`src/rtl/readout_pkg.sv`:
```
// Shared types and default sizing for the region readout sequencer.
// READOUT_CHECKSUM_EN (see region_readout_sequencer) uses the CHECKSUM state.
package readout_pkg;

  typedef enum logic [3:0] {
    IDLE      = 4'd0,
    ADDR      = 4'd1,
    WAIT_RD   = 4'd2,
    LATCH     = 4'd3,
    SEND      = 4'd4,
    WAIT_ACK  = 4'd5,
    WAIT_DONE = 4'd6,
    CHECKSUM  = 4'd7,
    DONE      = 4'd8
  } state_t;

  typedef enum logic [1:0] {
    REGION_WEIGHTS = 2'd0,
    REGION_PT      = 2'd1,
    REGION_SK      = 2'd2,
    REGION_B       = 2'd3
  } region_t;

  localparam int DEF_R0_DEPTH     = 25250;
  localparam int DEF_R1_DEPTH     = 25000;
  localparam int DEF_R2_DEPTH     = 50;
  localparam int DEF_R3_DEPTH     = 2500;
  localparam int DEF_R0_BYTES     = 4;
  localparam int DEF_R1_BYTES     = 1;
  localparam int DEF_R2_BYTES     = 1;
  localparam int DEF_R3_BYTES     = 4;
  localparam int DEF_READ_LATENCY = 2;

  // Byte idx of a 32-bit word; idx 0 is bits [7:0].
  function automatic logic [7:0] byte_of(input logic [31:0] word, input logic [1:0] idx);
    return word[{idx, 3'b000} +: 8];
  endfunction

endpackage

```
`src/rtl/region_addr_decode.sv`:
```
// Combinational split of a global dump address into region select and local address.
// Zero-depth regions fall out of the boundary compares and are never selected.
module region_addr_decode
  import readout_pkg::*;
#(
  parameter int R0_DEPTH = DEF_R0_DEPTH,
  parameter int R1_DEPTH = DEF_R1_DEPTH,
  parameter int R2_DEPTH = DEF_R2_DEPTH,
  parameter int ADDR_W   = 16
) (
  input  logic [ADDR_W-1:0] gaddr,
  output region_t           sel,
  output logic [ADDR_W-1:0] laddr
);

  // One spare bit so a boundary equal to 2**ADDR_W still compares correctly.
  localparam logic [ADDR_W:0] B1 = (ADDR_W+1)'(R0_DEPTH);
  localparam logic [ADDR_W:0] B2 = (ADDR_W+1)'(R0_DEPTH + R1_DEPTH);
  localparam logic [ADDR_W:0] B3 = (ADDR_W+1)'(R0_DEPTH + R1_DEPTH + R2_DEPTH);

  logic [ADDR_W:0] g;
  assign g = {1'b0, gaddr};

  always_comb begin
    sel   = REGION_WEIGHTS;
    laddr = gaddr;
    if (g < B1) begin
      sel   = REGION_WEIGHTS;
      laddr = gaddr;
    end else if (g < B2) begin
      sel   = REGION_PT;
      laddr = ADDR_W'(g - B1);
    end else if (g < B3) begin
      sel   = REGION_SK;
      laddr = ADDR_W'(g - B2);
    end else begin
      sel   = REGION_B;
      laddr = ADDR_W'(g - B3);
    end
  end

endmodule

```
`src/rtl/region_readout_sequencer.sv`:
```
// Walks all four parameter BRAM regions and streams every word MSB-first to uart_transmit.
// Define READOUT_CHECKSUM_EN to append a two's-complement mod-256 checksum byte.
module region_readout_sequencer
  import readout_pkg::*;
#(
  parameter int R0_DEPTH     = DEF_R0_DEPTH,
  parameter int R1_DEPTH     = DEF_R1_DEPTH,
  parameter int R2_DEPTH     = DEF_R2_DEPTH,
  parameter int R3_DEPTH     = DEF_R3_DEPTH,
  parameter int R0_BYTES     = DEF_R0_BYTES,
  parameter int R1_BYTES     = DEF_R1_BYTES,
  parameter int R2_BYTES     = DEF_R2_BYTES,
  parameter int R3_BYTES     = DEF_R3_BYTES,
  parameter int READ_LATENCY = DEF_READ_LATENCY,
  localparam int TOTAL       = R0_DEPTH + R1_DEPTH + R2_DEPTH + R3_DEPTH,
  localparam int ADDR_W      = $clog2(TOTAL)
) (
  input  logic              clk_in,
  input  logic              rst_in,
  input  logic              start_in,
  input  logic              abort_in,
  output logic [ADDR_W-1:0] rd_addr_out,
  output logic [1:0]        rd_sel_out,
  input  logic [31:0]       rdata0_in,
  input  logic [31:0]       rdata1_in,
  input  logic [31:0]       rdata2_in,
  input  logic [31:0]       rdata3_in,
  output logic [7:0]        tx_byte_out,
  output logic              tx_valid_out,
  input  logic              tx_busy_in,
  output logic              busy_out,
  output logic              done_out
);

  localparam int                LAT_W     = (READ_LATENCY > 1) ? $clog2(READ_LATENCY) : 1;
  localparam logic [LAT_W-1:0]  LAT_LAST  = LAT_W'(READ_LATENCY - 1);
  localparam logic [ADDR_W-1:0] LAST_ADDR = ADDR_W'(TOTAL - 1);

  state_t            state_reg, state_next;
  logic [ADDR_W-1:0] gaddr_reg, gaddr_next;
  logic [LAT_W-1:0]  lat_reg, lat_next;
  logic [1:0]        idx_reg, idx_next;
  logic [31:0]       word_reg, word_next;
  logic [1:0]        rd_sel_next;
  logic [ADDR_W-1:0] rd_addr_next;
  logic [7:0]        tx_byte_next;

  region_t           dec_sel;
  logic [ADDR_W-1:0] dec_addr;
  logic [31:0]       rdata_mux;
  logic [1:0]        bytes_m1;
  logic [1:0]        idx_dec;

`ifdef READOUT_CHECKSUM_EN
  logic [7:0] sum_reg, sum_next;
  logic       csum_sent_reg, csum_sent_next;
`endif

  region_addr_decode #(
    .R0_DEPTH(R0_DEPTH),
    .R1_DEPTH(R1_DEPTH),
    .R2_DEPTH(R2_DEPTH),
    .ADDR_W  (ADDR_W)
  ) u_decode (
    .gaddr(gaddr_reg),
    .sel  (dec_sel),
    .laddr(dec_addr)
  );

  always_comb begin
    rdata_mux = rdata0_in;
    bytes_m1  = 2'(R0_BYTES - 1);
    case (region_t'(rd_sel_out))
      REGION_WEIGHTS: begin rdata_mux = rdata0_in; bytes_m1 = 2'(R0_BYTES - 1); end
      REGION_PT:      begin rdata_mux = rdata1_in; bytes_m1 = 2'(R1_BYTES - 1); end
      REGION_SK:      begin rdata_mux = rdata2_in; bytes_m1 = 2'(R2_BYTES - 1); end
      REGION_B:       begin rdata_mux = rdata3_in; bytes_m1 = 2'(R3_BYTES - 1); end
      default:        begin rdata_mux = rdata0_in; bytes_m1 = 2'(R0_BYTES - 1); end
    endcase
  end

  assign idx_dec  = idx_reg - 2'd1;
  assign busy_out = (state_reg != IDLE) && (state_reg != DONE);
  assign done_out = (state_reg == DONE);

  always_comb begin
    state_next   = state_reg;
    gaddr_next   = gaddr_reg;
    lat_next     = lat_reg;
    idx_next     = idx_reg;
    word_next    = word_reg;
    rd_sel_next  = rd_sel_out;
    rd_addr_next = rd_addr_out;
    tx_byte_next = tx_byte_out;
    tx_valid_out = 1'b0;
`ifdef READOUT_CHECKSUM_EN
    sum_next       = sum_reg;
    csum_sent_next = csum_sent_reg;
`endif
    case (state_reg)
      IDLE: begin
        if (start_in) begin
          gaddr_next = '0;
          idx_next   = '0;
`ifdef READOUT_CHECKSUM_EN
          sum_next       = '0;
          csum_sent_next = 1'b0;
`endif
          state_next = ADDR;
        end
      end
      ADDR: begin
        rd_sel_next  = dec_sel;
        rd_addr_next = dec_addr;
        lat_next     = '0;
        state_next   = WAIT_RD;
      end
      WAIT_RD: begin
        if (lat_reg == LAT_LAST) state_next = LATCH;
        else                     lat_next   = lat_reg + 1'b1;
      end
      LATCH: begin
        // The byte register is loaded on entry to SEND so it is valid alongside tx_valid.
        word_next    = rdata_mux;
        idx_next     = bytes_m1;
        tx_byte_next = byte_of(rdata_mux, bytes_m1);
        state_next   = SEND;
      end
      SEND: begin
        if (!tx_busy_in) begin
          tx_valid_out = 1'b1;
`ifdef READOUT_CHECKSUM_EN
          sum_next = sum_reg + tx_byte_out;
`endif
          state_next = WAIT_ACK;
        end
      end
      WAIT_ACK: begin
        if (tx_busy_in) state_next = WAIT_DONE;
      end
      WAIT_DONE: begin
        if (!tx_busy_in) begin
`ifdef READOUT_CHECKSUM_EN
          if (csum_sent_reg) begin
            state_next = DONE;
          end else
`endif
          if (idx_reg != 2'd0) begin
            idx_next     = idx_dec;
            tx_byte_next = byte_of(word_reg, idx_dec);
            state_next   = SEND;
          end else if (gaddr_reg == LAST_ADDR) begin
`ifdef READOUT_CHECKSUM_EN
            tx_byte_next = ~sum_reg + 8'd1;
            state_next   = CHECKSUM;
`else
            state_next   = DONE;
`endif
          end else begin
            gaddr_next = gaddr_reg + 1'b1;
            state_next = ADDR;
          end
        end
      end
`ifdef READOUT_CHECKSUM_EN
      CHECKSUM: begin
        if (!tx_busy_in) begin
          tx_valid_out   = 1'b1;
          csum_sent_next = 1'b1;
          state_next     = WAIT_ACK;
        end
      end
`endif
      DONE: begin
        state_next = IDLE;
      end
      default: begin
        state_next = IDLE;
      end
    endcase
    // Abort wins over everything; an in-flight UART byte simply runs out on its own.
    if (abort_in && (state_reg != IDLE) && (state_reg != DONE)) begin
      state_next   = DONE;
      tx_valid_out = 1'b0;
    end
  end

  always_ff @(posedge clk_in or posedge rst_in) begin
    if (rst_in) begin
      state_reg   <= IDLE;
      gaddr_reg   <= '0;
      lat_reg     <= '0;
      idx_reg     <= '0;
      word_reg    <= '0;
      rd_sel_out  <= '0;
      rd_addr_out <= '0;
      tx_byte_out <= '0;
    end else begin
      state_reg   <= state_next;
      gaddr_reg   <= gaddr_next;
      lat_reg     <= lat_next;
      idx_reg     <= idx_next;
      word_reg    <= word_next;
      rd_sel_out  <= rd_sel_next;
      rd_addr_out <= rd_addr_next;
      tx_byte_out <= tx_byte_next;
    end
  end

`ifdef READOUT_CHECKSUM_EN
  always_ff @(posedge clk_in or posedge rst_in) begin
    if (rst_in) begin
      sum_reg       <= '0;
      csum_sent_reg <= 1'b0;
    end else begin
      sum_reg       <= sum_next;
      csum_sent_reg <= csum_sent_next;
    end
  end
`endif

endmodule

```
`config.mk`:
```
export PLATFORM = sky130hd
export DESIGN_NAME = region_readout_sequencer
export DESIGN_NICKNAME = d
export VERILOG_FILES = /design/src/rtl/readout_pkg.sv /design/src/rtl/region_addr_decode.sv /design/src/rtl/region_readout_sequencer.sv
export SDC_FILE = /design/constraint.sdc
export NUM_CORES = 1
export LEC_CHECK = 0
export ABC_AREA = 1
export CAP_MARGIN = 40
export CORE_ASPECT_RATIO = 0.6
export CORE_MARGIN = 1
export CORE_UTILIZATION = 28
export CTS_CLUSTER_DIAMETER = 200
export DETAILED_ROUTE_END_ITERATION = 7
export GPL_ROUTABILITY_DRIVEN = 0
export SLEW_MARGIN = 30
export SYNTH_ARGS = -nofsm -noshare
export SYNTH_HDL_FRONTEND = slang
export SYNTH_SLANG_ARGS = --single-unit
```
`constraint.sdc`:
```
create_clock -name clk_in -period 3.9 [get_ports clk_in]
set_input_delay 0.78 -clock clk_in [delete_from_list [all_inputs] [get_ports clk_in]]
set_output_delay 0.78 -clock clk_in [all_outputs]
set_load 0.005 [all_outputs]
```
==> results by group, run 1 <==
Run status
  • Status: finished clean

Critical path
  • Crit Reg-Reg Endpoint: rd_addr_out[2]$_DFFE_PP0P_
  • CP max FO: 7
  • Slowest-stage cell, CP: clkdlybuf4s50_1
  • Worst Path Buf+Inv: 2
  • Critical path launch point type: input pin
  • Crit-path cells: clkdlybuf4s50_1 > nand2_1 > nor3b_1 > clkdlybuf4s50_1
  • CP arrival: 2.12 ns
  • Worst setup EP type: output pin
  • Worst path top cell family by delay: buffers and inverters
  • Crit-path most repeated cell: clkdlybuf4s50_1
  • Required @ worst endpoint: 3.12 ns
  • Reg2Reg Depth: 10
  • R2r startpoint: gaddr_reg[2]$_DFFE_PP0P_
  • Kind of critical path: in -> out
  • CP max stage delay: 0.53 ns
  • R2R Setup Slk: 1.14 ns

Floorplan
  • Cell Rows: 41
  • IO Count: 162
  • Die H: 116 um
  • Die Area: 22100 um2
  • Initial core utilization: 0.286
  • Core area: 21000 um2
  • Die width: 191 um

Global route
  • Initial antenna violation count: 0
  • Number of global-route vias before repair: 6247
  • Global route total overflow: 0
  • Largest net degree at the start of global routing: 82
  • Gr usage total: 0.204
  • First-pass GRT wire length: 34.9 mm

Synthesis
  • Area leader, netlist: dfrtp_1
  • Syn Area/Cell: 6.61 um2
  • Top-area cell type share of the netlist area: 0.337
  • Post-synthesis cell count: 911
  • Ys flop type: dfrtp_1
  • Post-synthesis sequential element count: 81
  • Synthesized cell area: 6020 um2
  • Register area share after synthesis: 0.337
  • Post-synth ARST share: 1.00
  • Yosys warns: 0
  • Syn_nets: 1057
  • Netlist cell types: 44
  • EDFF count, synth: 0
  • Top cells by area, synth: dfrtp_1, nand2_1, o21ai_0

Timing
  • Final Critical Period: 2.90 ns
  • RSZ-0062 raised after global routing: false
  • Slew Viols, Final: 0
  • Final period util: 0.743
  • TNS Setup: 0 ns
  • Final hold vios: 0
  • Worst-Margin Slew: 0.730 ns
  • FMAX: 345 MHz
  • Final WS setup: 1.00 ns
  • Worst Skew: 0.0153 ns
  • WHS: 0.477 ns
  • Worst slew margin: 0.511
  • Final Setup Violations: 0

Worst hold path
  • Worst Hold Depth: 2
  • Hold Crit Class: reg -> reg
  • Worst Hold Endpoint: rd_addr_out[12]$_DFFE_PP0P_
  • Hold Startpoint: rd_addr_out[12]$_DFFE_PP0P_

Final layout
  • Filler instances: 2255
  • Area grow syn2layout: 35.9%
  • Most common cell after layout, fill and taps aside: nand2_1
  • Final Non-Filler Cells: 1331
  • Final #Nets: 1193
  • Share of cells above drive strength 1: 0.0627
  • Area taken by flip-flops and latches: 2030 um2
  • Antenna cells: 0
  • Max reg flops: 32
  • Multi-input gate area: 3490 um2
  • Post-layout util: 0.389
  • Finished Cell Area: 8190 um2
  • Most frequent cells in the layout: nand2_1, clkdlybuf4s50_1, o21ai_0

CTS
  • H-tree Lvls: 3
  • Clock transition at path regs: 0.06 ns
  • Max Buffers Root-to-Sink: 2
  • Clock Sinks: 81
  • Cts repair resizes: 0
  • CTS tree: built
  • Cts-stage hold buffer count: 0
  • Clk_lat worst skew: 0.36 ns
  • Root Buffer: clkbuf_16
  • Post-CTS setup buffer count: 0
  • Total CTS buffers: 9

Placement
  • PortBufs: 161
  • Place WS: 1.01 ns
  • Hpwl dp: 16.7 mm
  • Inst Count DP: 1313
  • Placed Area: 7830 um2

Route
  • Routed len/inst: 16.4 um
  • Detailed Route WL: 21.9 mm
  • 1st-iter DRT viols: 623
  • ANT nets after route: 0
  • Vias post-DR: 6697
  • Drc violations: 0
  • Routed vias/inst: 5.03
  • 1st-pass router iterations: 6

Pwr
  • Clock Power Share: 0.252
  • P per Cell Area: 441 nW/um2
  • Internal Power: 2.19 mW
  • Comb pwr share: 0.400
  • Max VDD drop: 255 uV
  • Switching Share: 0.392
  • Power Total: 3.61 mW
  • Leak Pwr: 3.58 nW
  • Sw power: 1.41 mW
  • Part of the power in registers: 0.348

Run
  • Max Cap Viol: 0
==> how the worst max path moves through the flow <==
| stage | startpoint | to | cells past startpoint |
|---|---|---|---|
| floorplan | rst_in | gaddr_reg[0]$_DFFE_PP0P_ | 1 |
| CTS | abort_in | tx_valid_out | 4 |
| detailed placement | abort_in | tx_valid_out | 4 |
| global placement | abort_in | tx_valid_out | 4 |
| global route | state_reg[1]$_DFFE_PP0P_ | gaddr_reg[4]$_DFFE_PP0P_ | 13 |
| finish | abort_in | tx_valid_out | 4 |
==> worst register-to-register path: stages, from the launching register on <==
cell and delay, ns:
dfrtp_1 0.59, ha_1 0.39, inv_1 0.09, nor2_2 0.20, nand2_1 0.07, nand2_1 0.10
nand2_1 0.12, nand2_4 0.21, nor2_1 0.07, a211oi_1 0.63, o21ai_0 0.15
==> final cells by class <==
type,instances,share of cell area
Multi-Input combinational cell,712,0.426
Inverter,70,0.0324
Tap cell,279,0.0426
Sequential cell,81,0.248
Clock buffer,9,0.0275
Clock inverter,7,0.0104
Timing Repair Buffer,173,0.213
==> logic make-up (layout without fill, tap and decap cells) <==
family / after synthesis / in the layout / synth area share
AO/OA/AOI/OAI: 206 / 206 / 0.189
XOR/XNOR: 18 / 18 / 0.0262
adder cells (fa/ha/maj): 13 / 13 / 0.0270
buffers and inverters: 118 / 259 / 0.0854
flip-flops: 81 / 81 / 0.337
multiplexers: 1 / 1 / 0.00166
AND/OR/NAND/NOR: 474 / 474 / 0.334
==> layer usage <==
metal	up-vias	track usage	share of wire
met3	16	0.0612	0.11
met4	0	0.0386	0.0095
li1	3293	-	-
met1	3067	0.327	0.52
met2	321	0.260	0.36
met5	-	0	0
==> cells in the mapped netlist (12+ instances only) <==
| cell | count |
|---|---|
| a21oi_1 | 59 |
| clkbuf_1 | 28 |
| dfrtp_1 | 81 |
| ha_1 | 13 |
| inv_1 | 56 |
| nand2_1 | 289 |
| nand3_1 | 74 |
| nor2_1 | 69 |
| nor3_1 | 12 |
| o21ai_0 | 104 |
| xor2_1 | 17 |
==> power groups by stage <==
stage	logic (mW)	registers [mW]	clock network (mW)
finish	1.44	1.25	0.911
CTS	1.44	1.25	0.934
floorplan	0.880	1.22	0
global route	1.62	1.28	0.971
global placement	1.42	1.26	0
detailed placement	1.43	1.27	0
(Power assumes the default switching activity.)
==> run 2, diff against run 1 <==
clock period = 2.7 ns   (was 3.9 ns; I/O delays follow)
==> run 2 against run 1 <==
Compared with the run above:
- sequential power is 45% higher
- clock power rose by 43%
- combinational power rose by 45%
- largest cell class unchanged
- largest power group unchanged
- highest routed layer unchanged
==> results by group, run 2 (synthesis gave the netlist of run 1 again) <==
Run status
  • Status: finished clean

Critical path
  • R2r startpoint: gaddr_reg[3]$_DFFE_PP0P_
  • CP max FO: 7
  • Required @ worst endpoint: 2.16 ns
  • CP startpoint: state_reg[0]$_DFFE_PP0P_
  • CP arrival: 1.97 ns
  • Kind of critical path: reg -> out
  • Worst setup EP type: output pin
  • Critical path launch point type: flip-flop
  • Reg2Reg Depth: 10

Pwr
  • P per Cell Area: 628 nW/um2
  • Sw power: 2.02 mW
  • Power Total: 5.20 mW
  • Switching Share: 0.389
  • Internal Power: 3.18 mW
  • Comb pwr share: 0.401
  • Clock Power Share: 0.250
  • Part of the power in registers: 0.349
  • Max VDD drop: 390 uV
  • Leak Pwr: 3.64 nW

Timing
  • RSZ-0062 raised after global routing: false
  • Final Critical Period: 2.51 ns
  • Worst slew margin: 0.471
  • Final Setup Violations: 0
  • Worst-Margin Slew: 0.785 ns
  • Slew Viols, Final: 0
  • TNS Setup: 0 ns
  • WHS: 0.475 ns
  • Final hold vios: 0
  • Worst Skew: 0.0121 ns
  • Final period util: 0.930
  • FMAX: 398 MHz

Final layout
  • Filler instances: 2249
  • Share of cells above drive strength 1: 0.0750
  • Max reg flops: 32
  • Finished Cell Area: 8270 um2
  • Final #Nets: 1207
  • Most frequent cells in the layout: nand2_1, clkdlybuf4s50_1, o21ai_0
  • Most common cell after layout, fill and taps aside: nand2_1
  • Area grow syn2layout: 37.3%

CTS
  • Clock transition at path regs: 0.07 ns
  • Post-CTS setup buffer count: 0
  • H-tree Lvls: 3
  • CTS tree: built
  • Cts-stage hold buffer count: 0
  • Total CTS buffers: 9
  • Cts repair resizes: 0
  • Clock Sinks: 81
  • Root Buffer: clkbuf_16
  • Max Buffers Root-to-Sink: 2
  • Clk_lat worst skew: 0.34 ns

Floorplan
  • Die H: 116 um
  • Cell Rows: 41
  • IO Count: 162
  • Core area: 21000 um2
  • Initial core utilization: 0.286
  • Die width: 191 um
  • Die Area: 22100 um2

Placement
  • Hpwl dp: 17.0 mm
  • Placed Area: 7960 um2
  • PortBufs: 161

Global route
  • Number of global-route vias before repair: 6257
  • Global route total overflow: 0
  • GRT busiest layer: met1
  • Gr usage total: 0.203
  • M3 GR Usage: 0.0621
  • First-pass GRT wire length: 34.8 mm
  • M1 GR Usage: 0.327
  • Largest net degree at the start of global routing: 60
  • Initial antenna violation count: 0
  • Met2 Track Usage GR: 0.257

Route
  • 1st-iter DRT viols: 506
  • Routed len/inst: 16.3 um
  • Routed vias/inst: 5.01
  • 1st-pass router iterations: 6
  • Drc violations: 0
  • Detailed Route WL: 22.0 mm
  • Vias post-DR: 6752
  • ANT nets after route: 0

Run
  • Max Cap Viol: 0

Worst hold path
  • Hold Startpoint: lat_reg$_DFFE_PP0P_
  • Hold Crit Class: reg -> reg
  • Worst Hold Depth: 2
run 2: cell count changes in the layout (fill, tap and decap cells not counted), sizes merged:
cell,change
buf,+14
diode,+2
inv,+1
clkinvlp,+2
clkinv,-3
run 2: cell type report:
class                      instances  area [um2]  share of cell area
sequential                        81        2030               0.245
timing repair buffer             187        1830               0.221
clock inverter                     7        82.6             0.00998
antenna                            2        5.00            0.000605
inverter                          70         265              0.0321
tap                              279         349              0.0422
clock buffer                       9         225              0.0272
multi-input combinational        712        3490               0.422
run 2: power by group through the flow:
stage,Clock (mW),Combinational (mW),Sequential (mW)
floorplan,0,1.27,1.76
global placement,0,2.07,1.82
detailed placement,0,2.08,1.83
CTS,1.34,2.09,1.81
global route,1.39,2.37,1.85
finish,1.30,2.09,1.81
run 2: path summary, 6_finish.rpt:
check / slack (ns) / to
min reg2reg: 0.48 / lat_reg$_DFFE_PP0P_
min in group asynchronous: 0.52 / rd_addr_out[0]$_DFFE_PP0P_
min: 0.48 / lat_reg$_DFFE_PP0P_
max reg2reg: 0.36 / rd_addr_out[15]$_DFFE_PP0P_
max in group asynchronous: 1.50 / rd_addr_out[7]$_DFFE_PP0P_
max: 0.19 / tx_valid_out
run 2: worst max-delay path, stage by stage (launching register included):
cell and delay (ns):
dfrtp_1 0.43, nor2_1 0.15, nand2_1 0.11, nand2_1 0.20, nor3b_1 0.22, clkdlybuf4s50_1 0.53
run 2: metrics by stage:
step | setup WS, ns | instances | util
3_5_place_dp | 0.297 | 1329 | 0.378
3_3_place_gp | 0.315 | 1329 | 0.378
5_1_grt | 0.0580 | 1345 | 0.393
4_1_cts | 0.173 | 1345 | 0.393
6_report | 0.189 | 1347 | 0.393
2_1_floorplan | 0.0799 | 911 | -
run 2: layer usage:
metal | share of wire | up-vias
met5 | 0 | -
li1 | - | 3306
met1 | 0.53 | 3139
met4 | 0.0065 | 0
met3 | 0.11 | 12
met2 | 0.35 | 295
